`src/rtl/stage_sequencer_if.sv`:
```
// -----------------------------------------------------------------------------
// stage_sequencer_pkg / stage_sequencer_if
//
// Purpose : Shared types for the multi-cycle RV32I core stage sequencing, and
//           the handshake interface between state_machine and stage_sequencer.
//
// Interface signals:
//   now_state     state_machine -> sequencer   current core stage
//   now_state_d1  state_machine -> sequencer   now_state delayed one cycle
//   next_state    state_machine -> sequencer   stage taken on state_finish
//   state_finish  sequencer -> state_machine   one-cycle stage-done pulse
//   opcode        sequencer -> state_machine   opcode of the current instr
// -----------------------------------------------------------------------------
package stage_sequencer_pkg;

    typedef enum logic [2:0] {
        IDLE      = 3'd0,
        FETCH     = 3'd1,
        DECODE    = 3'd2,
        EXECUTE   = 3'd3,
        MEMORY    = 3'd4,
        WRITEBACK = 3'd5
    } state_t;

    typedef logic [6:0] opcode_t;

    localparam opcode_t OP_LOAD   = 7'b0000011;
    localparam opcode_t OP_STORE  = 7'b0100011;
    localparam opcode_t OP_I_TYPE = 7'b0010011;
    localparam opcode_t OP_R_TYPE = 7'b0110011;
    localparam opcode_t OP_LUI    = 7'b0110111;

endpackage

interface stage_sequencer_if;

    stage_sequencer_pkg::state_t  now_state;
    stage_sequencer_pkg::state_t  now_state_d1;
    stage_sequencer_pkg::state_t  next_state;
    logic                         state_finish;
    stage_sequencer_pkg::opcode_t opcode;

    modport master (
        output state_finish,
        output opcode,
        input  now_state,
        input  now_state_d1,
        input  next_state
    );

    modport slave (
        input  state_finish,
        input  opcode,
        output now_state,
        output now_state_d1,
        output next_state
    );

endinterface

```
`src/rtl/stage_sequencer.sv`:
```
// -----------------------------------------------------------------------------
// stage_sequencer
//
// Purpose : Decides when each core stage is complete. Runs the instruction
//           memory handshake in FETCH, latches the opcode in DECODE, waits out
//           execute stalls and runs the data memory handshake in MEMORY.
//           A memory that never answers trips a timeout into a sticky fault.
//
// Internal FSM:
//   state      | meaning
//   WAIT_ENTRY | idle until state_machine enters a new stage
//   ACTIVE     | working on the current stage (request / stall / latch)
//   FINISH     | state_finish pulse, one cycle
//   HALT       | fault (IDLE entry or timeout), left only by rst
//
// Ports:
//   clk, rst            core clock, synchronous active-high reset
//   sm_if (master)      state_finish/opcode out, now/d1/next state in
//   o_imem_req          instruction fetch request (level)
//   i_imem_ready/rdata  instruction response and word
//   o_instr             latched instruction
//   o_dmem_req/we       data access request, 1 = store
//   i_dmem_ready/rdata  data response and load word
//   o_load_data         latched load data
//   i_exec_stall        datapath EXECUTE not finished
//   o_bus_err           sticky fault flag
// -----------------------------------------------------------------------------
module stage_sequencer
    import stage_sequencer_pkg::*;
#(
    parameter int TIMEOUT_CYCLES = 255
) (
    input  logic                     clk,
    input  logic                     rst,
    stage_sequencer_if.master        sm_if,
    output logic                     o_imem_req,
    input  logic                     i_imem_ready,
    input  logic [31:0]              i_imem_rdata,
    output logic [31:0]              o_instr,
    output logic                     o_dmem_req,
    output logic                     o_dmem_we,
    input  logic                     i_dmem_ready,
    input  logic [31:0]              i_dmem_rdata,
    output logic [31:0]              o_load_data,
    input  logic                     i_exec_stall,
    output logic                     o_bus_err
);

    localparam int            CW    = $clog2(TIMEOUT_CYCLES + 1);
    localparam logic [CW-1:0] LIMIT = CW'(TIMEOUT_CYCLES);

    typedef enum logic [1:0] {
        WAIT_ENTRY,
        ACTIVE,
        FINISH,
        HALT
    } seq_state_t;

    seq_state_t    r_seq;
    logic [CW-1:0] r_cnt;
    logic          r_state_finish;
    logic          r_imem_req;
    logic          r_dmem_req;
    logic          r_dmem_we;
    logic          r_bus_err;
    opcode_t       r_opcode;
    logic [31:0]   r_instr;
    logic [31:0]   r_load_data;

    logic          w_entry;
    logic          w_is_load;
    logic          w_is_store;
    logic [CW-1:0] w_cnt_next;
    logic          w_limit_hit;
    logic          w_unused_next;

    assign w_entry     = (sm_if.now_state != sm_if.now_state_d1);
    assign w_is_load   = (r_opcode == OP_LOAD);
    assign w_is_store  = (r_opcode == OP_STORE);
    // Saturating wait counter; the limit is reached on the cycle whose
    // increment would land on TIMEOUT_CYCLES.
    assign w_cnt_next  = (r_cnt == LIMIT) ? r_cnt : r_cnt + CW'(1);
    assign w_limit_hit = (w_cnt_next == LIMIT);
    // next_state belongs to the interface contract but does not affect sequencing.
    assign w_unused_next = ^sm_if.next_state;

    always_ff @(posedge clk) begin
        if (rst) begin
            r_seq          <= WAIT_ENTRY;
            r_cnt          <= '0;
            r_state_finish <= 1'b0;
            r_imem_req     <= 1'b0;
            r_dmem_req     <= 1'b0;
            r_dmem_we      <= 1'b0;
            r_bus_err      <= 1'b0;
            r_opcode       <= OP_I_TYPE;
            r_instr        <= '0;
            r_load_data    <= '0;
        end else begin
            r_state_finish <= 1'b0;
            case (r_seq)
                WAIT_ENTRY: begin
                    if (w_entry) begin
                        case (sm_if.now_state)
                            FETCH, DECODE, EXECUTE, WRITEBACK: begin
                                r_seq      <= ACTIVE;
                                r_cnt      <= '0;
                                r_imem_req <= (sm_if.now_state == FETCH);
                            end
                            MEMORY: begin
                                // Non-memory opcodes complete without a request.
                                r_seq      <= ACTIVE;
                                r_cnt      <= '0;
                                r_dmem_req <= w_is_load || w_is_store;
                                r_dmem_we  <= w_is_store;
                            end
                            default: begin
                                r_seq     <= HALT;
                                r_bus_err <= 1'b1;
                            end
                        endcase
                    end
                end

                ACTIVE: begin
                    case (sm_if.now_state)
                        FETCH: begin
                            if (r_imem_req && i_imem_ready) begin
                                r_instr        <= i_imem_rdata;
                                r_imem_req     <= 1'b0;
                                r_seq          <= FINISH;
                                r_state_finish <= 1'b1;
                            end else if (w_limit_hit) begin
                                r_imem_req <= 1'b0;
                                r_bus_err  <= 1'b1;
                                r_cnt      <= w_cnt_next;
                                r_seq      <= HALT;
                            end else begin
                                r_cnt <= w_cnt_next;
                            end
                        end
                        DECODE: begin
                            r_opcode       <= r_instr[6:0];
                            r_seq          <= FINISH;
                            r_state_finish <= 1'b1;
                        end
                        EXECUTE: begin
                            if (!i_exec_stall) begin
                                r_seq          <= FINISH;
                                r_state_finish <= 1'b1;
                            end
                        end
                        MEMORY: begin
                            if (!r_dmem_req) begin
                                r_seq          <= FINISH;
                                r_state_finish <= 1'b1;
                            end else if (i_dmem_ready) begin
                                if (w_is_load) begin
                                    r_load_data <= i_dmem_rdata;
                                end
                                r_dmem_req     <= 1'b0;
                                r_dmem_we      <= 1'b0;
                                r_seq          <= FINISH;
                                r_state_finish <= 1'b1;
                            end else if (w_limit_hit) begin
                                r_dmem_req <= 1'b0;
                                r_dmem_we  <= 1'b0;
                                r_bus_err  <= 1'b1;
                                r_cnt      <= w_cnt_next;
                                r_seq      <= HALT;
                            end else begin
                                r_cnt <= w_cnt_next;
                            end
                        end
                        WRITEBACK: begin
                            r_seq          <= FINISH;
                            r_state_finish <= 1'b1;
                        end
                        default: begin
                            r_imem_req <= 1'b0;
                            r_dmem_req <= 1'b0;
                            r_bus_err  <= 1'b1;
                            r_seq      <= HALT;
                        end
                    endcase
                end

                FINISH: begin
                    r_seq <= WAIT_ENTRY;
                end

                HALT: begin
                    r_imem_req <= 1'b0;
                    r_dmem_req <= 1'b0;
                    r_bus_err  <= 1'b1;
                end

                default: begin
                    r_seq <= HALT;
                end
            endcase
        end
    end

    assign sm_if.state_finish = r_state_finish;
    assign sm_if.opcode       = r_opcode;
    assign o_imem_req         = r_imem_req;
    assign o_instr            = r_instr;
    assign o_dmem_req         = r_dmem_req;
    assign o_dmem_we          = r_dmem_we;
    assign o_load_data        = r_load_data;
    assign o_bus_err          = r_bus_err;

endmodule

```
`src/flat_wrapper.sv`:
```
// flat-port wrapper written by rule: the top's interface ports become plain ports
module stage_sequencer_flat import stage_sequencer_pkg::*;
#(
    parameter int TIMEOUT_CYCLES = 255
)
  (clk, rst, o_imem_req, i_imem_ready, i_imem_rdata, o_instr, o_dmem_req, o_dmem_we, i_dmem_ready, i_dmem_rdata, o_load_data, i_exec_stall, o_bus_err, sm_if_state_finish, sm_if_opcode, sm_if_now_state, sm_if_now_state_d1, sm_if_next_state);
  stage_sequencer_if sm_if_i ();
  input  logic clk;
  input  logic rst;
  output logic o_imem_req;
  input  logic i_imem_ready;
  input  logic [31:0] i_imem_rdata;
  output logic [31:0] o_instr;
  output logic o_dmem_req;
  output logic o_dmem_we;
  input  logic i_dmem_ready;
  input  logic [31:0] i_dmem_rdata;
  output logic [31:0] o_load_data;
  input  logic i_exec_stall;
  output logic o_bus_err;
  output wire logic [$bits(sm_if_i.state_finish)-1:0] sm_if_state_finish;
  output wire logic [$bits(sm_if_i.opcode)-1:0] sm_if_opcode;
  input wire logic [$bits(sm_if_i.now_state)-1:0] sm_if_now_state;
  input wire logic [$bits(sm_if_i.now_state_d1)-1:0] sm_if_now_state_d1;
  input wire logic [$bits(sm_if_i.next_state)-1:0] sm_if_next_state;
  assign sm_if_state_finish = sm_if_i.state_finish;
  assign sm_if_opcode = sm_if_i.opcode;
  assign sm_if_i.now_state = sm_if_now_state;
  assign sm_if_i.now_state_d1 = sm_if_now_state_d1;
  assign sm_if_i.next_state = sm_if_next_state;
  stage_sequencer #(.TIMEOUT_CYCLES(TIMEOUT_CYCLES)) u_core (.clk(clk), .rst(rst), .sm_if(sm_if_i), .o_imem_req(o_imem_req), .i_imem_ready(i_imem_ready), .i_imem_rdata(i_imem_rdata), .o_instr(o_instr), .o_dmem_req(o_dmem_req), .o_dmem_we(o_dmem_we), .i_dmem_ready(i_dmem_ready), .i_dmem_rdata(i_dmem_rdata), .o_load_data(o_load_data), .i_exec_stall(i_exec_stall), .o_bus_err(o_bus_err));
endmodule
```
`config.mk`:
```
export PLATFORM = sky130hd
export DESIGN_NAME = stage_sequencer_flat
export DESIGN_NICKNAME = d
export VERILOG_FILES = /design/src/rtl/stage_sequencer_if.sv /design/src/rtl/stage_sequencer.sv /design/src/flat_wrapper.sv
export SDC_FILE = /design/constraint.sdc
export NUM_CORES = 1
export LEC_CHECK = 0
export BUFFER_PORTS_ARGS = -buffer_cell sky130_fd_sc_hd__buf_2
export CAP_MARGIN = 20
export CORE_MARGIN = 8
export CORE_UTILIZATION = 43
export CTS_CLUSTER_SIZE = 30
export DETAILED_ROUTE_END_ITERATION = 10
export GPL_TIMING_DRIVEN = 0
export PLACE_DENSITY = 0.76
export SLEW_MARGIN = 5
export SYNTH_ARGS = -nofsm -noshare
export SYNTH_HDL_FRONTEND = slang
export SYNTH_SLANG_ARGS = --single-unit
```
`constraint.sdc`:
```
create_clock -name clk -period 1.8 [get_ports clk]
set_input_delay 0 -clock clk [delete_from_list [all_inputs] [get_ports clk]]
set_output_delay 0 -clock clk [all_outputs]
set_load 0.02 [all_outputs]
```
==> metrics.md <==
| Metric | Value |
|---|---|
| Outcome | `finished, final reports clean` |
| Combinational share of power | `25.0%` |
| DR DRC count | `0` |
| Netlist cell types | `53` |
| DR WL met3 | `819 um` |
| Critical Setup Path Class | `reg2reg` |
| WHS | `0.0349 ns` |
| Clock sinks | `86` |
| CTS Root Cell | `clkbuf_8` |
| Pleak | `2.70 nW` |
| Critical path data required time | `2.07 ns` |
| Crit path arrival time | `2.02 ns` |
| Seq pwr share | `42.3%` |
| Antenna violations before repair | `0` |
| # port buffers | `149` |
| Slew of the pin with the lowest slew margin | `0.537 ns` |
| Total GRT Usage | `21.4%` |
| WL met2 | `7160 um` |
| Post-route setup slack | `0.0474 ns` |
| Worst setup EP type | `flip-flop` |
| Final setup viols | `0` |
| Fraction of layout cells with a size suffix above 1 | `32.7%` |
| First-pass iteration count of the detailed router | `4` |
| Max Clock Skew | `0.0125 ns` |
| Post-route minimum period | `1.75 ns` |
| Top sig layer | `met4` |
| WL/cell | `16.9 um` |
| Area grow syn2layout | `52.6%` |
| CTS clk-pin slew, worst paths | `0.09 ns` |
| Max_cap viols | `0` |
| Most frequent cells in the layout | `buf_2 (156), nand2_1 (89), dfxtp_1 (81)` |
| Die Ht | `109 um` |
| Mapped Cells | `433` |
| Slew headroom | `64.2%` |
| Post-route cell area | `5710 sq um` |
| Seq cells post-synth | `86` |
| CTS tree | `built` |
| Gp weighted congestion | `0.896` |
| I/O Pins | `154` |
| Die X | `109 um` |
| Overall power | `4.83 mW` |
| Yosys warning total | `0` |
| Met1 wire length | `4720 um` |
| Site Rows | `34` |
| Fmax | `0.571 GHz` |
| Placed Area | `4620 sq um` |
| H-Tree Depth | `3` |
| P per Cell Area | `846 nW/um^2` |
| Clock Path Buffers | `2` |
| Num CTS Buffers | `9` |
| Int Pwr | `3.36 mW` |
| Pre-CTS setup slack | `-0.416 ns` |
| Initial Util | `43.5%` |
| Routed vias | `4,161` |
| Clock power share | `32.7%` |
| RSZ-0062 raised after global routing | `true` |
| Critical path fanouts, max | `5` |
| Final wirelength | `13,200 um` |
| Floorplan core area | `8590 sq um` |
| Post-route ant nets | `0` |
| Dpl hpwl | `8570 um` |
| Worst setup SP type | `flip-flop` |
| Die ar. | `11,900 sq um` |
| Sequential share of the synthesized area | `46.0%` |
| Vias in the first global route | `4,194` |
| Peak supply drop | `0.537 mV` |
| Worst skew pair latency | `0.36 ns` |
| Syn nets | `517` |
| Setup TNS Final | `0 ns` |
| HP Class | `in2reg` |
| Final critical-path share of the clock period | `97.4%` |
| DR iter-0 viols | `324` |
| Syn_area_per_cell | `8.64 sq um` |
| Net Sw Power | `1.47 mW` |
| Vias per inst | `5.33` |
| N_diodes | `0` |
| First-pass GRT wire length | `20,300 um` |
| Most common cell after layout, fill and taps aside | `buf_2` |
| Sw Share | `30.4%` |
| Mapped Area | `3740 sq um` |
| Number of nets in the layout | `751` |
| Final Hold Vio Count | `0` |
| Global route overflow | `0` |
| Largest net degree at the start of global routing | `16` |
| Slew Limit Fails | `0` |
==> flip-flops by register name, summed over array words and instances (netlist names) <==
register / flops
u_core.o_instr: 32
u_core.o_load_data: 32
u_core.r_cnt: 8
u_core.sm_if.opcode: 7
u_core.r_seq: 2
u_core.o_bus_err: 1
u_core.o_dmem_req: 1
u_core.o_dmem_we: 1
u_core.o_imem_req: 1
u_core.sm_if.state_finish: 1
==> power by group through the flow <==
stage               combinational (mW)  clock, mW  sequential, mW
detailed placement               0.897          0            2.06
finish                            1.20       1.58            2.04
CTS                               1.14       1.58            2.03
floorplan                        0.593          0            2.08
global route                      1.29       1.67            2.05
global placement                 0.881          0            2.06
==> kinds of logic (layout without fill, tap and decap cells) <==
kind of cell | after synthesis | in the layout | synth area share [%]
buffers and inverters | 34 | 273 | 3.81
AOI/OAI and AO/OA | 81 | 81 | 14.0
DFF | 86 | 86 | 46.0
xor gates and xnor gates | 4 | 4 | 0.937
adders and majority gates | 6 | 6 | 2.01
muxes | 42 | 42 | 11.2
and+or+nand+nor | 180 | 180 | 22.0
==> cell type report <==
type                       instances  area (sq um)
inverter                           7          26.3
fill                             644          2890
buffer                            27           145
clock inverter                     5          88.8
multi-input combinational        313          1970
timing repair buffer             223          1460
clock buffer                      11           141
tap                              108           135
sequential                        86          1740
==> cell usage after synthesis (all sizes together) <==
cell      n  area (sq um)
a31o      2          17.5
nor2     46           175
ha        6          75.1
a2111oi   2          30.0
nand2b    1          6.26
nand4     5          31.3
a311oi    1          15.0
nand3     7          35.0
nor2b     2          12.5
dfxtp    86          1720
o21ai     8          43.8
o31ai     3          22.5
and4      2          17.5
xnor2     1          8.76
a211oi    6          50.1
and3      3          18.8
nor4      5          52.6
o2111ai   1          8.76
o211a     1          10.0
o22ai     1          6.26
inv       6          22.5
or3       2          17.5
a21oi    40           204
a31oi     6          37.5
clkbuf   18          68.8
mux2i    42           420
nor4bb    1          10.0
a21o      3          22.5
nand3b    2          15.0
o21bai    1          7.51
a21boi    1          7.51
nand4b    1          8.76
clkinv    1          3.75
a41oi     2          17.5
and2      4          25.0
buf       9          47.6
xor2      3          26.3
nor3      6          30.0
and4b     1          10.0
o211ai    2          15.0
nand2    89           334
nor3b     3          22.5
a22oi     1          7.51
==> layer usage <==
metal	vias to the layer above	GRT usage, %
met5	-	0
met4	0	10.4
met3	46	6.44
met2	176	39.6
met1	1963	21.4
li1	1976	-
==> per-stage QoR <==
step / std cells / util [%]
floorplan: 433 / -
detailed placement: 690 / 53.8
global placement: 690 / 53.8
finish: 780 / 66.4
global route: 780 / 66.4
CTS: 777 / 65.8
==> final timing paths <==
| path | start | to | slack [ns] | cells after the start |
|---|---|---|---|---|
| hold reg to reg | u_core.o_instr[29] | u_core.o_instr[29] | 0.46 | 2 |
| setup reg to reg | u_core.r_seq[0] | u_core.r_seq[0] | 0.05 | 7 |
| hold / removal | i_dmem_ready | u_core.o_dmem_req | 0.03 | 4 |
| setup / recovery | u_core.r_seq[0] | u_core.r_seq[0] | 0.05 | 7 |
==> worst max-delay path, stage by stage, from the launching register on <==
cell and delay (ns):
dfxtp_4 0.38, inv_2 0.07, ha_4 0.18, inv_2 0.12
nor4_4 0.07, or3_4 0.41, a21o_1 0.20, a311oi_2 0.22
==> timing repair <==
action / 4_1_cts / 5_1_grt
hold buffers: 65 / 0
pin swaps: 5 / 8
gates resized for setup: 32 / 16
setup endpoints to repair: 77 / 69
setup buffers: 6 / 3
cloned: 0 / 0
endpoints found under the hold margin: 65 / 0
No activity file was read; power rests on OpenSTA's default activity.
